==> src/rtl/fft_pkg.sv <==
// Shared constants, types, twiddle ROM and arithmetic helpers for the 8-point IFFT.
// Scaling option (see ifft_bfly) is selected by the IFFT_STAGE_SCALE_EN macro.
package fft_pkg;
    localparam int DW      = 9;
    localparam int TW_FRAC = 7;
    localparam int SW      = DW + 2;
    localparam int PW      = 2 * DW;

    typedef logic signed [DW-1:0] sample_t;
    typedef logic signed [SW-1:0] wide_t;

    localparam logic [1:0] ST_LOAD    = 2'd0;
    localparam logic [1:0] ST_COMPUTE = 2'd1;
    localparam logic [1:0] ST_UNLOAD  = 2'd2;

    localparam logic signed [PW-1:0] RND = PW'(2 ** (TW_FRAC - 1));

    function automatic logic [2:0] bitrev3(input logic [2:0] k);
        return {k[0], k[1], k[2]};
    endfunction

    // Conjugate twiddles W^-k = cos + j*sin, scaled by 2^TW_FRAC.
    function automatic sample_t tw_re(input logic [1:0] k);
        sample_t v;
        case (k)
            2'd0:    v = sample_t'(128);
            2'd1:    v = sample_t'(91);
            2'd2:    v = sample_t'(0);
            default: v = sample_t'(-91);
        endcase
        return v;
    endfunction

    function automatic sample_t tw_im(input logic [1:0] k);
        sample_t v;
        case (k)
            2'd0:    v = sample_t'(0);
            2'd1:    v = sample_t'(91);
            2'd2:    v = sample_t'(128);
            default: v = sample_t'(91);
        endcase
        return v;
    endfunction

    function automatic wide_t mul_rnd(input sample_t w, input sample_t x);
        logic signed [PW-1:0] p;
        p = PW'(w) * PW'(x) + RND;
        return SW'(p >>> TW_FRAC);
    endfunction

    // Clamp to the DW-bit range; in range when the top three bits agree.
    function automatic sample_t sat_dw(input wide_t v);
        sample_t r;
        if (v[SW-1:DW-1] == 3'b000 || v[SW-1:DW-1] == 3'b111)
            r = v[DW-1:0];
        else if (v[SW-1])
            r = {1'b1, {(DW-1){1'b0}}};
        else
            r = {1'b0, {(DW-1){1'b1}}};
        return r;
    endfunction
endpackage

==> src/rtl/ifft8_seq_if.sv <==
// Streaming bin-in / sample-out bundle for ifft8_seq.
interface ifft8_seq_if;
    import fft_pkg::*;

    logic       in_valid;
    logic       in_ready;
    sample_t    in_re;
    sample_t    in_im;
    logic       out_valid;
    logic       out_ready;
    sample_t    out_re;
    sample_t    out_im;
    logic [2:0] out_idx;
    logic       out_last;
    logic       busy;

    modport master (
        output in_valid, in_re, in_im, out_ready,
        input  in_ready, out_valid, out_re, out_im, out_idx, out_last, busy
    );

    modport slave (
        input  in_valid, in_re, in_im, out_ready,
        output in_ready, out_valid, out_re, out_im, out_idx, out_last, busy
    );
endinterface

==> src/rtl/ifft8_seq_bfly.sv <==
// Combinational radix-2 butterfly: rounded twiddle multiply, add/sub, optional >>>1, saturate.
// IFFT_STAGE_SCALE_EN enables the per-stage halving.
module ifft_bfly
    import fft_pkg::*;
(
    input  sample_t i_a_re,
    input  sample_t i_a_im,
    input  sample_t i_b_re,
    input  sample_t i_b_im,
    input  sample_t i_w_re,
    input  sample_t i_w_im,
    output sample_t o_a_re,
    output sample_t o_a_im,
    output sample_t o_b_re,
    output sample_t o_b_im
);
    wide_t w_t_re, w_t_im;
    wide_t w_sa_re, w_sa_im, w_sb_re, w_sb_im;

    assign w_t_re  = mul_rnd(i_w_re, i_b_re) - mul_rnd(i_w_im, i_b_im);
    assign w_t_im  = mul_rnd(i_w_re, i_b_im) + mul_rnd(i_w_im, i_b_re);

    assign w_sa_re = SW'(i_a_re) + w_t_re;
    assign w_sa_im = SW'(i_a_im) + w_t_im;
    assign w_sb_re = SW'(i_a_re) - w_t_re;
    assign w_sb_im = SW'(i_a_im) - w_t_im;

`ifdef IFFT_STAGE_SCALE_EN
    assign o_a_re = sat_dw(w_sa_re >>> 1);
    assign o_a_im = sat_dw(w_sa_im >>> 1);
    assign o_b_re = sat_dw(w_sb_re >>> 1);
    assign o_b_im = sat_dw(w_sb_im >>> 1);
`else
    assign o_a_re = sat_dw(w_sa_re);
    assign o_a_im = sat_dw(w_sa_im);
    assign o_b_re = sat_dw(w_sb_re);
    assign o_b_im = sat_dw(w_sb_im);
`endif
endmodule

==> src/rtl/ifft8_seq.sv <==
// Iterative 8-point radix-2 DIT inverse FFT with a single shared butterfly.
// Define IFFT_STAGE_SCALE_EN for the true (1/8-scaled) IFFT; otherwise output is 8*IFFT.
module ifft8_seq
    import fft_pkg::*;
(
    input  logic        clk_in,
    input  logic        rst,
    ifft8_seq_if.slave  bus
);
    logic [1:0] r_state;
    logic [2:0] r_load_cnt;
    logic [3:0] r_cnt;
    logic [2:0] r_out_idx;
    sample_t    r_re [0:7];
    sample_t    r_im [0:7];

    logic       w_in_fire, w_out_fire, w_out_valid;
    logic [1:0] w_stage, w_j, w_tw;
    logic [2:0] w_a_idx, w_b_idx;
    sample_t    w_na_re, w_na_im, w_nb_re, w_nb_im;

    assign w_out_valid = (r_state == ST_UNLOAD);
    assign w_in_fire   = bus.in_valid && (r_state == ST_LOAD);
    assign w_out_fire  = w_out_valid && bus.out_ready;
    assign w_stage     = r_cnt[3:2];
    assign w_j         = r_cnt[1:0];

    // Butterfly j of stage s pairs (a, a+2^s); twiddle index is (j mod 2^s)*(4>>s).
    always_comb begin
        w_a_idx = {w_j, 1'b0};
        w_b_idx = {w_j, 1'b1};
        w_tw    = 2'd0;
        case (w_stage)
            2'd0: begin
                w_a_idx = {w_j, 1'b0};
                w_b_idx = {w_j, 1'b1};
                w_tw    = 2'd0;
            end
            2'd1: begin
                w_a_idx = {w_j[1], 1'b0, w_j[0]};
                w_b_idx = {w_j[1], 1'b1, w_j[0]};
                w_tw    = {w_j[0], 1'b0};
            end
            default: begin
                w_a_idx = {1'b0, w_j};
                w_b_idx = {1'b1, w_j};
                w_tw    = w_j;
            end
        endcase
    end

    ifft_bfly u_bfly (
        .i_a_re (r_re[w_a_idx]),
        .i_a_im (r_im[w_a_idx]),
        .i_b_re (r_re[w_b_idx]),
        .i_b_im (r_im[w_b_idx]),
        .i_w_re (tw_re(w_tw)),
        .i_w_im (tw_im(w_tw)),
        .o_a_re (w_na_re),
        .o_a_im (w_na_im),
        .o_b_re (w_nb_re),
        .o_b_im (w_nb_im)
    );

    always_ff @(posedge clk_in) begin
        if (rst) begin
            r_state    <= ST_LOAD;
            r_load_cnt <= 3'd0;
            r_cnt      <= 4'd0;
            r_out_idx  <= 3'd0;
        end else begin
            case (r_state)
                ST_LOAD: begin
                    if (w_in_fire) begin
                        r_load_cnt <= r_load_cnt + 3'd1;
                        if (r_load_cnt == 3'd7) begin
                            r_state <= ST_COMPUTE;
                            r_cnt   <= 4'd0;
                        end
                    end
                end
                ST_COMPUTE: begin
                    r_cnt <= r_cnt + 4'd1;
                    if (r_cnt == 4'd11) begin
                        r_state <= ST_UNLOAD;
                        r_cnt   <= 4'd0;
                    end
                end
                ST_UNLOAD: begin
                    if (w_out_fire) begin
                        r_out_idx <= r_out_idx + 3'd1;
                        if (r_out_idx == 3'd7)
                            r_state <= ST_LOAD;
                    end
                end
                default: r_state <= ST_LOAD;
            endcase
        end
    end

    // Sample RAM: bit-reversed load, then in-place butterfly writeback.
    always_ff @(posedge clk_in) begin
        if (w_in_fire) begin
            r_re[bitrev3(r_load_cnt)] <= bus.in_re;
            r_im[bitrev3(r_load_cnt)] <= bus.in_im;
        end else if (r_state == ST_COMPUTE) begin
            r_re[w_a_idx] <= w_na_re;
            r_im[w_a_idx] <= w_na_im;
            r_re[w_b_idx] <= w_nb_re;
            r_im[w_b_idx] <= w_nb_im;
        end
    end

    assign bus.in_ready  = (r_state == ST_LOAD);
    assign bus.out_valid = w_out_valid;
    assign bus.out_re    = w_out_valid ? r_re[r_out_idx] : '0;
    assign bus.out_im    = w_out_valid ? r_im[r_out_idx] : '0;
    assign bus.out_idx   = r_out_idx;
    assign bus.out_last  = w_out_valid && (r_out_idx == 3'd7);
    assign bus.busy      = (r_state != ST_LOAD);
endmodule

==> src/flat_wrapper.sv <==
// flat-port wrapper written by rule: the top's interface ports become plain ports
module ifft8_seq_flat import fft_pkg::*;
  (clk_in, rst, bus_in_valid, bus_in_re, bus_in_im, bus_out_ready, bus_in_ready, bus_out_valid, bus_out_re, bus_out_im, bus_out_idx, bus_out_last, bus_busy);
  ifft8_seq_if bus_i ();
  input  logic clk_in;
  input  logic rst;
  input wire logic [$bits(bus_i.in_valid)-1:0] bus_in_valid;
  input wire logic [$bits(bus_i.in_re)-1:0] bus_in_re;
  input wire logic [$bits(bus_i.in_im)-1:0] bus_in_im;
  input wire logic [$bits(bus_i.out_ready)-1:0] bus_out_ready;
  output wire logic [$bits(bus_i.in_ready)-1:0] bus_in_ready;
  output wire logic [$bits(bus_i.out_valid)-1:0] bus_out_valid;
  output wire logic [$bits(bus_i.out_re)-1:0] bus_out_re;
  output wire logic [$bits(bus_i.out_im)-1:0] bus_out_im;
  output wire logic [$bits(bus_i.out_idx)-1:0] bus_out_idx;
  output wire logic [$bits(bus_i.out_last)-1:0] bus_out_last;
  output wire logic [$bits(bus_i.busy)-1:0] bus_busy;
  assign bus_i.in_valid = bus_in_valid;
  assign bus_i.in_re = bus_in_re;
  assign bus_i.in_im = bus_in_im;
  assign bus_i.out_ready = bus_out_ready;
  assign bus_in_ready = bus_i.in_ready;
  assign bus_out_valid = bus_i.out_valid;
  assign bus_out_re = bus_i.out_re;
  assign bus_out_im = bus_i.out_im;
  assign bus_out_idx = bus_i.out_idx;
  assign bus_out_last = bus_i.out_last;
  assign bus_busy = bus_i.busy;
  ifft8_seq u_core (.clk_in(clk_in), .rst(rst), .bus(bus_i));
endmodule
==> config.mk <==
export PLATFORM = sky130hd
export DESIGN_NAME = ifft8_seq_flat
export DESIGN_NICKNAME = d
export VERILOG_FILES = /design/src/rtl/fft_pkg.sv /design/src/rtl/ifft8_seq_if.sv /design/src/rtl/ifft8_seq_bfly.sv /design/src/rtl/ifft8_seq.sv /design/src/flat_wrapper.sv
export SDC_FILE = /design/constraint.sdc
export NUM_CORES = 1
export LEC_CHECK = 0
export ABC_CLOCK_PERIOD_IN_PS = 25900
export CAP_MARGIN = 20
export CELL_PAD_IN_SITES_DETAIL_PLACEMENT = 1
export CELL_PAD_IN_SITES_GLOBAL_PLACEMENT = 2
export CORE_AREA = 3 3 236 238
export DETAILED_ROUTE_END_ITERATION = 7
export DIE_AREA = 0 0 239 241
export GPL_TIMING_DRIVEN = 0
export PLACE_DENSITY = 0.95
export SYNTH_ARGS = -nofsm -noshare
export SYNTH_HDL_FRONTEND = slang
export SYNTH_HIERARCHICAL = 1
export SYNTH_SLANG_ARGS = --single-unit
==> constraint.sdc <==
create_clock -name clk_in -period 25.9 [get_ports clk_in]
set_clock_uncertainty 0.2 [all_clocks]
set_input_delay 3.885 -clock clk_in [delete_from_list [all_inputs] [get_ports clk_in]]
set_output_delay 3.885 -clock clk_in [all_outputs]
set_load 0.05 [all_outputs]
==> impl_metrics.json, run 1 <==
{
  "clock.fmax_ghz": 0.0734,
  "instances_no_fill": 3438,
  "design_area_um2": 26200,
  "clock_latency_ns": 0.45,
  "worstMarginPinSlew_ns": 1.15,
  "rows": 85,
  "via_per_inst": 6.14,
  "cts_hold_buf": 0,
  "grt-ovfl-total": 0,
  "cp_max_fo": 10,
  "postCtsSetupRepairBufs": 0,
  "nets": 3232,
  "first_pass_iters": 8,
  "core-area_um2": 53800,
  "critPathArrivalTime_ns": 13.56,
  "hp-start": "u_core/r_load_cnt[1]",
  "start_kind": "flop",
  "wl_per_cell_um": 26.4,
  "cts_tree": "built",
  "drtIter0Drc": 2072,
  "power_uw": 2640,
  "num_vias": 21099,
  "dpl_worst_slack_ns": 12.62,
  "async_flop_share": 0,
  "hold_viol_final": 0,
  "netlist_area_um2": 24100,
  "seq_power_share": 0.110,
  "synthDistinctLibCells": 84,
  "hold_class": "reg -> reg",
  "drive_gt1_frac": 0.0569,
  "post_cts_resized": 0,
  "netlist_instances": 2650,
  "outcome": "finished, violations left",
  "setup_viol_count_final": 0,
  "root_buffer": "clkbuf_16",
  "placed_area_um2": 25700,
  "clock_path_buffers": 2,
  "fin_setup_tns_ns": 0,
  "r2r-start": "u_core/r_cnt[3]",
  "max_stage_delay_ns": 0.87,
  "grt_pass1_wl_um": 137000,
  "syn_avg_cell_area_um2": 9.08,
  "die_x_um": 239,
  "leakage_uw": 0.0118,
  "post-place-cells": 3405,
  "gp_congestion": 0.974,
  "crit_start": "u_core/r_cnt[3]",
  "pwr_density_cell_nw_per_um2": 101,
  "synth_seq_area_share": 0.192,
  "switching_share": 0.606,
  "io_pins": 47,
  "start_util": 0.447,
  "rsz0062_at_grt": "false",
  "combPwrFrac": 0.794,
  "htreeDepth": 4,
  "grt_pass1_vias": 22599,
  "fp.dieArea_um2": 57600,
  "die_h_um": 241,
  "critPathKind": "reg -> reg",
  "ys_seq_elements": 159,
  "slowest_stage": "xnor2_1",
  "violations": "design-rule violations",
  "synth_enable_flop_cells": 144,
  "clkSinkCount": 159,
  "drv_slew": 0,
  "grt_start_max_net_pins": 21,
  "yosys_warnings": 6,
  "synth_ff_type": "edfxtp_1",
  "power_switching_uw": 1600,
  "drt_wl_total_um": 90600,
  "maxSlewHeadroom": 0.219,
  "antenna_found_initial": 2,
  "drc": 2,
  "pwr-share-clk": 0.096,
  "maxCapViolations": 0,
  "fin_crit_ns": 13.62,
  "area_growth_pct": 9.09,
  "ant_nets": 0,
  "layout_setup_ws_ns": 12.28,
  "post-dp-hpwl_um": 68300,
  "cts_made_buffers": 17,
  "clk_pin_slew_ns": 0.06,
  "port_buffers": 46,
  "fin_crit_sh": 0.526,
  "ir_worst_vdd_mv": 0.193,
  "worstPathRequired_ns": 25.84,
  "crit_path_end_kind": "flop",
  "p_int_uw": 1040,
  "grt_usage": 0.319
}
==> power groups by stage <==
stage | Sequential (µW) | Combinational, µW | Clock (µW)
floorplan | 294 | 1340 | 0
global route | 290 | 2270 | 265
detailed placement | 295 | 2030 | 0
CTS | 290 | 2050 | 256
finish | 290 | 2100 | 253
global placement | 295 | 1930 | 0
==> kinds of logic after synthesis <==
logic type,synth area share
and+or+nand+nor,0.136
adders and majority gates,0.340
DFF,0.192
muxes,0.0491
xor gates and xnor gates,0.0457
other,0.000156
buffers and inverters,0.0887
AOI/OAI and AO/OA,0.148
==> sequential cells by signal, indices dropped and copies added (netlist names), named ones only <==
name / flops
u_core/r_im: 72
u_core/r_re: 72
u_core/r_cnt: 4
u_core/bus.out_idx: 3
u_core/r_load_cnt: 3
u_core/r_state: 2
==> area by class of cell <==
type                            instances  area (µm²)
Clock buffer                           19         433
Fill cell                            6292       27600
Antenna cell                            1        2.50
Clock inverter                         13         146
Tap cell                              696         871
Multi-Input combinational cell       1945       17400
Buffer                                145         622
Inverter                              403        1510
Sequential cell                       159        4620
Timing Repair Buffer                   57         666
==> stage by stage <==
| stage | utilization | hold WS (ns) |
|---|---|---|
| floorplan | - | 0.253 |
| global placement | 0.472 | 0.271 |
| detailed placement | 0.477 | 0.293 |
| CTS | 0.488 | 0.303 |
| global route | 0.488 | 0.336 |
| finish | 0.488 | 0.305 |
==> critical path, delay by kind of cell, from the launching register on <==
kind	cells	cell delay, ns
buf+inv	6	2.32
flops	1	0.37
compound gates	14	3.09
fa+ha+maj	8	3.53
mux	1	0.79
simple gates	6	1.66
xor+xnor	3	1.27
==> final timing paths <==
kind / slack [ns] / cells after the start / end
min reg2reg: 0.31 / 2 / u_core/r_load_cnt[1]
max: 12.28 / 38 / u_core/r_re[5][7]
min: 0.31 / 2 / u_core/r_load_cnt[1]
max reg2reg: 12.28 / 38 / u_core/r_re[5][7]
==> routing by layer <==
layer	wire length (µm)	up-vias	GRT usage
li1	-	8994	-
met5	21	-	0
met2	43200	1086	0.538
met1	34700	10723	0.399
met3	8010	292	0.0613
met4	4780	4	0.149
==> cell usage after synthesis (6+ instances only) <==
cell type / count / share of area
o22ai_1: 38 / 0.0099
inv_1: 402 / 0.063
a22o_1: 55 / 0.020
nand2b_1: 19 / 0.0049
nor2_1: 237 / 0.037
a22oi_1: 7 / 0.0022
nor2b_1: 21 / 0.0055
edfxtp_1: 144 / 0.18
xor2_1: 34 / 0.012
a221oi_1: 25 / 0.0091
a31oi_1: 10 / 0.0026
dfxtp_1: 15 / 0.012
mux2i_1: 37 / 0.015
nand2_1: 260 / 0.041
and2_1: 99 / 0.026
a21o_1: 27 / 0.0084
clkbuf_1: 87 / 0.014
mux4_2: 36 / 0.034
o21bai_1: 22 / 0.0069
o31ai_1: 6 / 0.0019
nor3_1: 15 / 0.0031
buf_2: 43 / 0.0089
buf_1: 9 / 0.0014
ha_1: 196 / 0.10
nand3_1: 17 / 0.0035
o21a_1: 29 / 0.0091
fa_1: 286 / 0.24
xnor2_1: 89 / 0.032
a222oi_1: 12 / 0.0050
o21ai_0: 76 / 0.016
a21oi_1: 201 / 0.042
==> layout by cell type, fill, tap and decap left out, types with 6 or more instances in the layout <==
cell	count
inv_1	402
fa_1	286
nand2_1	260
nor2_1	236
a21oi_1	201
ha_1	196
edfxtp_1	144
and2_1	99
clkbuf_1	89
xnor2_1	89
o21ai_0	73
a22o_1	55
clkdlybuf4s50_1	46
buf_2	45
mux2i_1	37
o22ai_1	37
mux4_2	36
xor2_1	34
o21a_1	29
a21o_1	27
a221oi_1	25
o21bai_1	22
nor2b_1	21
nand2b_1	19
clkbuf_16	17
nand3_1	17
nor3_1	15
dfxtp_1	15
a222oi_1	12
a31oi_1	10
buf_1	9
a22oi_1	7
buf_4	6
buf_16	6
o31ai_1	6
Note: power is estimated with default switching activity, not from simulation.
==> run 2: changes to the inputs <==
--- a/config.mk
+++ b/config.mk
@@ -5,15 +5,15 @@
 export SDC_FILE = /design/constraint.sdc
 export NUM_CORES = 1
 export LEC_CHECK = 0
-export ABC_CLOCK_PERIOD_IN_PS = 25900
+export ABC_CLOCK_PERIOD_IN_PS = 12400
 export CAP_MARGIN = 20
 export CELL_PAD_IN_SITES_DETAIL_PLACEMENT = 1
 export CELL_PAD_IN_SITES_GLOBAL_PLACEMENT = 2
-export CORE_AREA = 3 3 236 238
+export CORE_AREA = 3 3 256 258
 export DETAILED_ROUTE_END_ITERATION = 7
-export DIE_AREA = 0 0 239 241
+export DIE_AREA = 0 0 259 261
 export GPL_TIMING_DRIVEN = 0
-export PLACE_DENSITY = 0.95
+export PLACE_DENSITY = 0.86
 export SYNTH_ARGS = -nofsm -noshare
 export SYNTH_HDL_FRONTEND = slang
 export SYNTH_HIERARCHICAL = 1
==> constraint.sdc (replaced) <==
create_clock -name clk_in -period 12.4 [get_ports clk_in]
set_clock_uncertainty 0.2 [all_clocks]
set_input_delay 1.86 -clock clk_in [delete_from_list [all_inputs] [get_ports clk_in]]
set_output_delay 1.86 -clock clk_in [all_outputs]
set_load 0.05 [all_outputs]
==> run 2 against run 1 <==
- the flow now finishes without violations
- sequential share of layout area down 0.34 points
- global-route usage down 4.3 points
- combinational power grew 130%
- worst hold slack better by 0.0083 ns
- critical endpoint is now u_core/r_im[3][0]
- largest cell class unchanged
- largest power group unchanged
==> impl_metrics.json, run 2 (synthesis gave the netlist of run 1 again) <==
{
  "outcome": "finished, final reports clean",
  "use_met1": 0.354,
  "maxCapViolations": 0,
  "fp.dieArea_um2": 67600,
  "area_growth_pct": 11.2,
  "crit_path_end_kind": "flop",
  "grt_pass1_vias": 22515,
  "r2r-start": "u_core/r_cnt[0]",
  "die_x_um": 259,
  "clk_pin_slew_ns": 0.07,
  "worstMarginPinSlew_ns": 1.23,
  "rrSetupSlack_ns": 0.56,
  "leakage_uw": 0.0119,
  "switching_share": 0.603,
  "hold_class": "reg -> reg",
  "ant_nets": 0,
  "max_stage_delay_ns": 0.56,
  "drc": 0,
  "ir_worst_vdd_mv": 0.484,
  "slowest_stage": "fa_1",
  "gp_congestion": 0.962,
  "cts_hold_buf": 0,
  "cp_max_fo": 10,
  "reg2regPathDepth": 39,
  "hp-start": "u_core/r_load_cnt[1]",
  "crit_start": "u_core/r_cnt[0]",
  "first_pass_iters": 8,
  "rsz0062_at_grt": "true",
  "htreeDepth": 4,
  "clkSinkCount": 159,
  "nFillCells": 7252,
  "num_antenna_cells": 0,
  "rr_endpoint": "u_core/r_im[3][0]",
  "crit_buf_inv": 8,
  "clock_path_buffers": 2,
  "pwr-share-clk": 0.097,
  "post-dp-hpwl_um": 69400,
  "grt_start_max_net_pins": 21,
  "setup_viol_count_final": 0,
  "final_cell_mix": "inv_1, fa_1, nand2_1, nor2_1, a21oi_1",
  "rows": 92,
  "num_vias": 20862,
  "multiInputGateArea_um2": 17600,
  "wl_per_cell_um": 25.8,
  "start_kind": "flop",
  "hold_depth": 2,
  "grt_usage": 0.277,
  "critPathMostFrequentCell": "ha_1",
  "drtIter0Drc": 1911,
  "fin_crit_sh": 0.954,
  "hold_viol_final": 0,
  "cts_tree": "built",
  "start_util": 0.381,
  "combPwrFrac": 0.801,
  "cts_made_buffers": 17,
  "drt_wl_total_um": 92400,
  "pwr_density_cell_nw_per_um2": 221,
  "critPathKind": "reg -> reg",
  "final_common_cell": "inv_1",
  "port_buffers": 46,
  "grtUsageMet3": 0.0417,
  "maxSlewHeadroom": 0.179,
  "grt_pass1_wl_um": 139000,
  "busiest_layer": "met2",
  "die_h_um": 261,
  "crit_family": "adder cells",
  "drv_slew": 0,
  "clock.fmax_ghz": 0.0845,
  "p_int_uw": 2350,
  "clock_latency_ns": 0.45,
  "finish.utilization": 0.423,
  "antenna_found_initial": 1,
  "reg_top3": "u_core/r_im (72), u_core/r_re (72), u_core/r_cnt (4)",
  "via_per_inst": 5.82,
  "core-area_um2": 63200,
  "hold_path_end": "u_core/r_load_cnt[1]",
  "worstPathRequired_ns": 12.35,
  "critPathArrivalTime_ns": 11.79,
  "nets": 3229,
  "use_met2": 0.463,
  "regArea_um2": 4620,
  "design_area_um2": 26800,
  "seq_power_share": 0.102,
  "placed_area_um2": 25800,
  "fin_crit_ns": 11.84,
  "grt-ovfl-total": 0,
  "io_pins": 47,
  "power_switching_uw": 3570,
  "drive_gt1_frac": 0.0800,
  "root_buffer": "clkbuf_16"
}
-- run 2: changes by cell type in the layout (fill, tap and decap cells not counted), moves of 11 or more --
cell | previous run | this run
mux2i_1 | 37 | 21
clkbuf_1 | 89 | 58
clkbuf_2 | 1 | 28
mux2i_4 | 0 | 11
-- run 2: final cells by class --
class	count	area share
timing repair buffer	59	0.0248
multi-input combinational	1945	0.659
inverter	403	0.0565
clock buffer	19	0.0162
clock inverter	13	0.00725
sequential	159	0.173
buffer	140	0.0239
tap	846	0.0396
-- run 2: worst reg2reg max path: cells and delay by family (launching register included) --
family	cells	cell delay [ns]
AO/OA/AOI/OAI	10	2.20
XOR/XNOR	3	0.45
adder cells (fa/ha/maj)	9	3.45
buffers and inverters	8	2.72
flip-flops	1	0.44
multiplexers	1	0.48
AND/OR/NAND/NOR	8	1.58
-- run 2: metrics by stage --
| step | TNS (ns) | cells | total power, µW | hold WS [ns] | worst slack, ns |
|---|---|---|---|---|---|
| global route | -0.111 | 3584 | 6290 | 0.335 | -0.0507 |
| CTS | 0 | 3583 | 5440 | 0.311 | 0.0241 |
| global placement | -97.07 | 3544 | 4610 | 0.274 | -0.929 |
| finish | 0 | 3584 | 5910 | 0.313 | 0.565 |
| detailed placement | -31.94 | 3553 | 4770 | 0.301 | -0.414 |
| floorplan | 0 | 2652 | 3420 | 0.253 | 2.71 |
-- run 2: what timing repair did --
| action | in CTS | in global routing |
|---|---|---|
| endpoints found under the setup margin | 132 | 136 |
| pin swaps | 0 | 1 |
| resized for setup | 22 | 74 |
| setup buffers | 0 | 2 |
| endpoints found under the hold margin | 0 | 0 |
| gates cloned | 0 | 0 |
-- run 2: power groups by stage --
stage	sequential, µW	combinational [µW]	clock (µW)
3_3_place_gp	617	3990	0
6_report	606	4730	573
4_1_cts	605	4250	578
5_1_grt	606	5090	600
3_5_place_dp	617	4150	0
2_1_floorplan	613	2800	0
-- run 2: per-layer routing --
layer | up-vias | part of all wire
li1 | 8991 | -
met3 | 267 | 0.075
met2 | 921 | 0.47
met5 | - | 0
met1 | 10683 | 0.40
met4 | 0 | 0.052
-- run 2: worst max path at each step --
| stage | end | cells after the start |
|---|---|---|
| after floorplan | u_core/r_re[2][2] | 43 |
| after global placement | u_core/r_im[5][5] | 42 |
| after detailed placement | u_core/r_re[2][1] | 44 |
| after CTS | u_core/r_re[2][1] | 45 |
| after global routing | u_core/r_im[3][0] | 43 |
| final | u_core/r_im[3][0] | 39 |
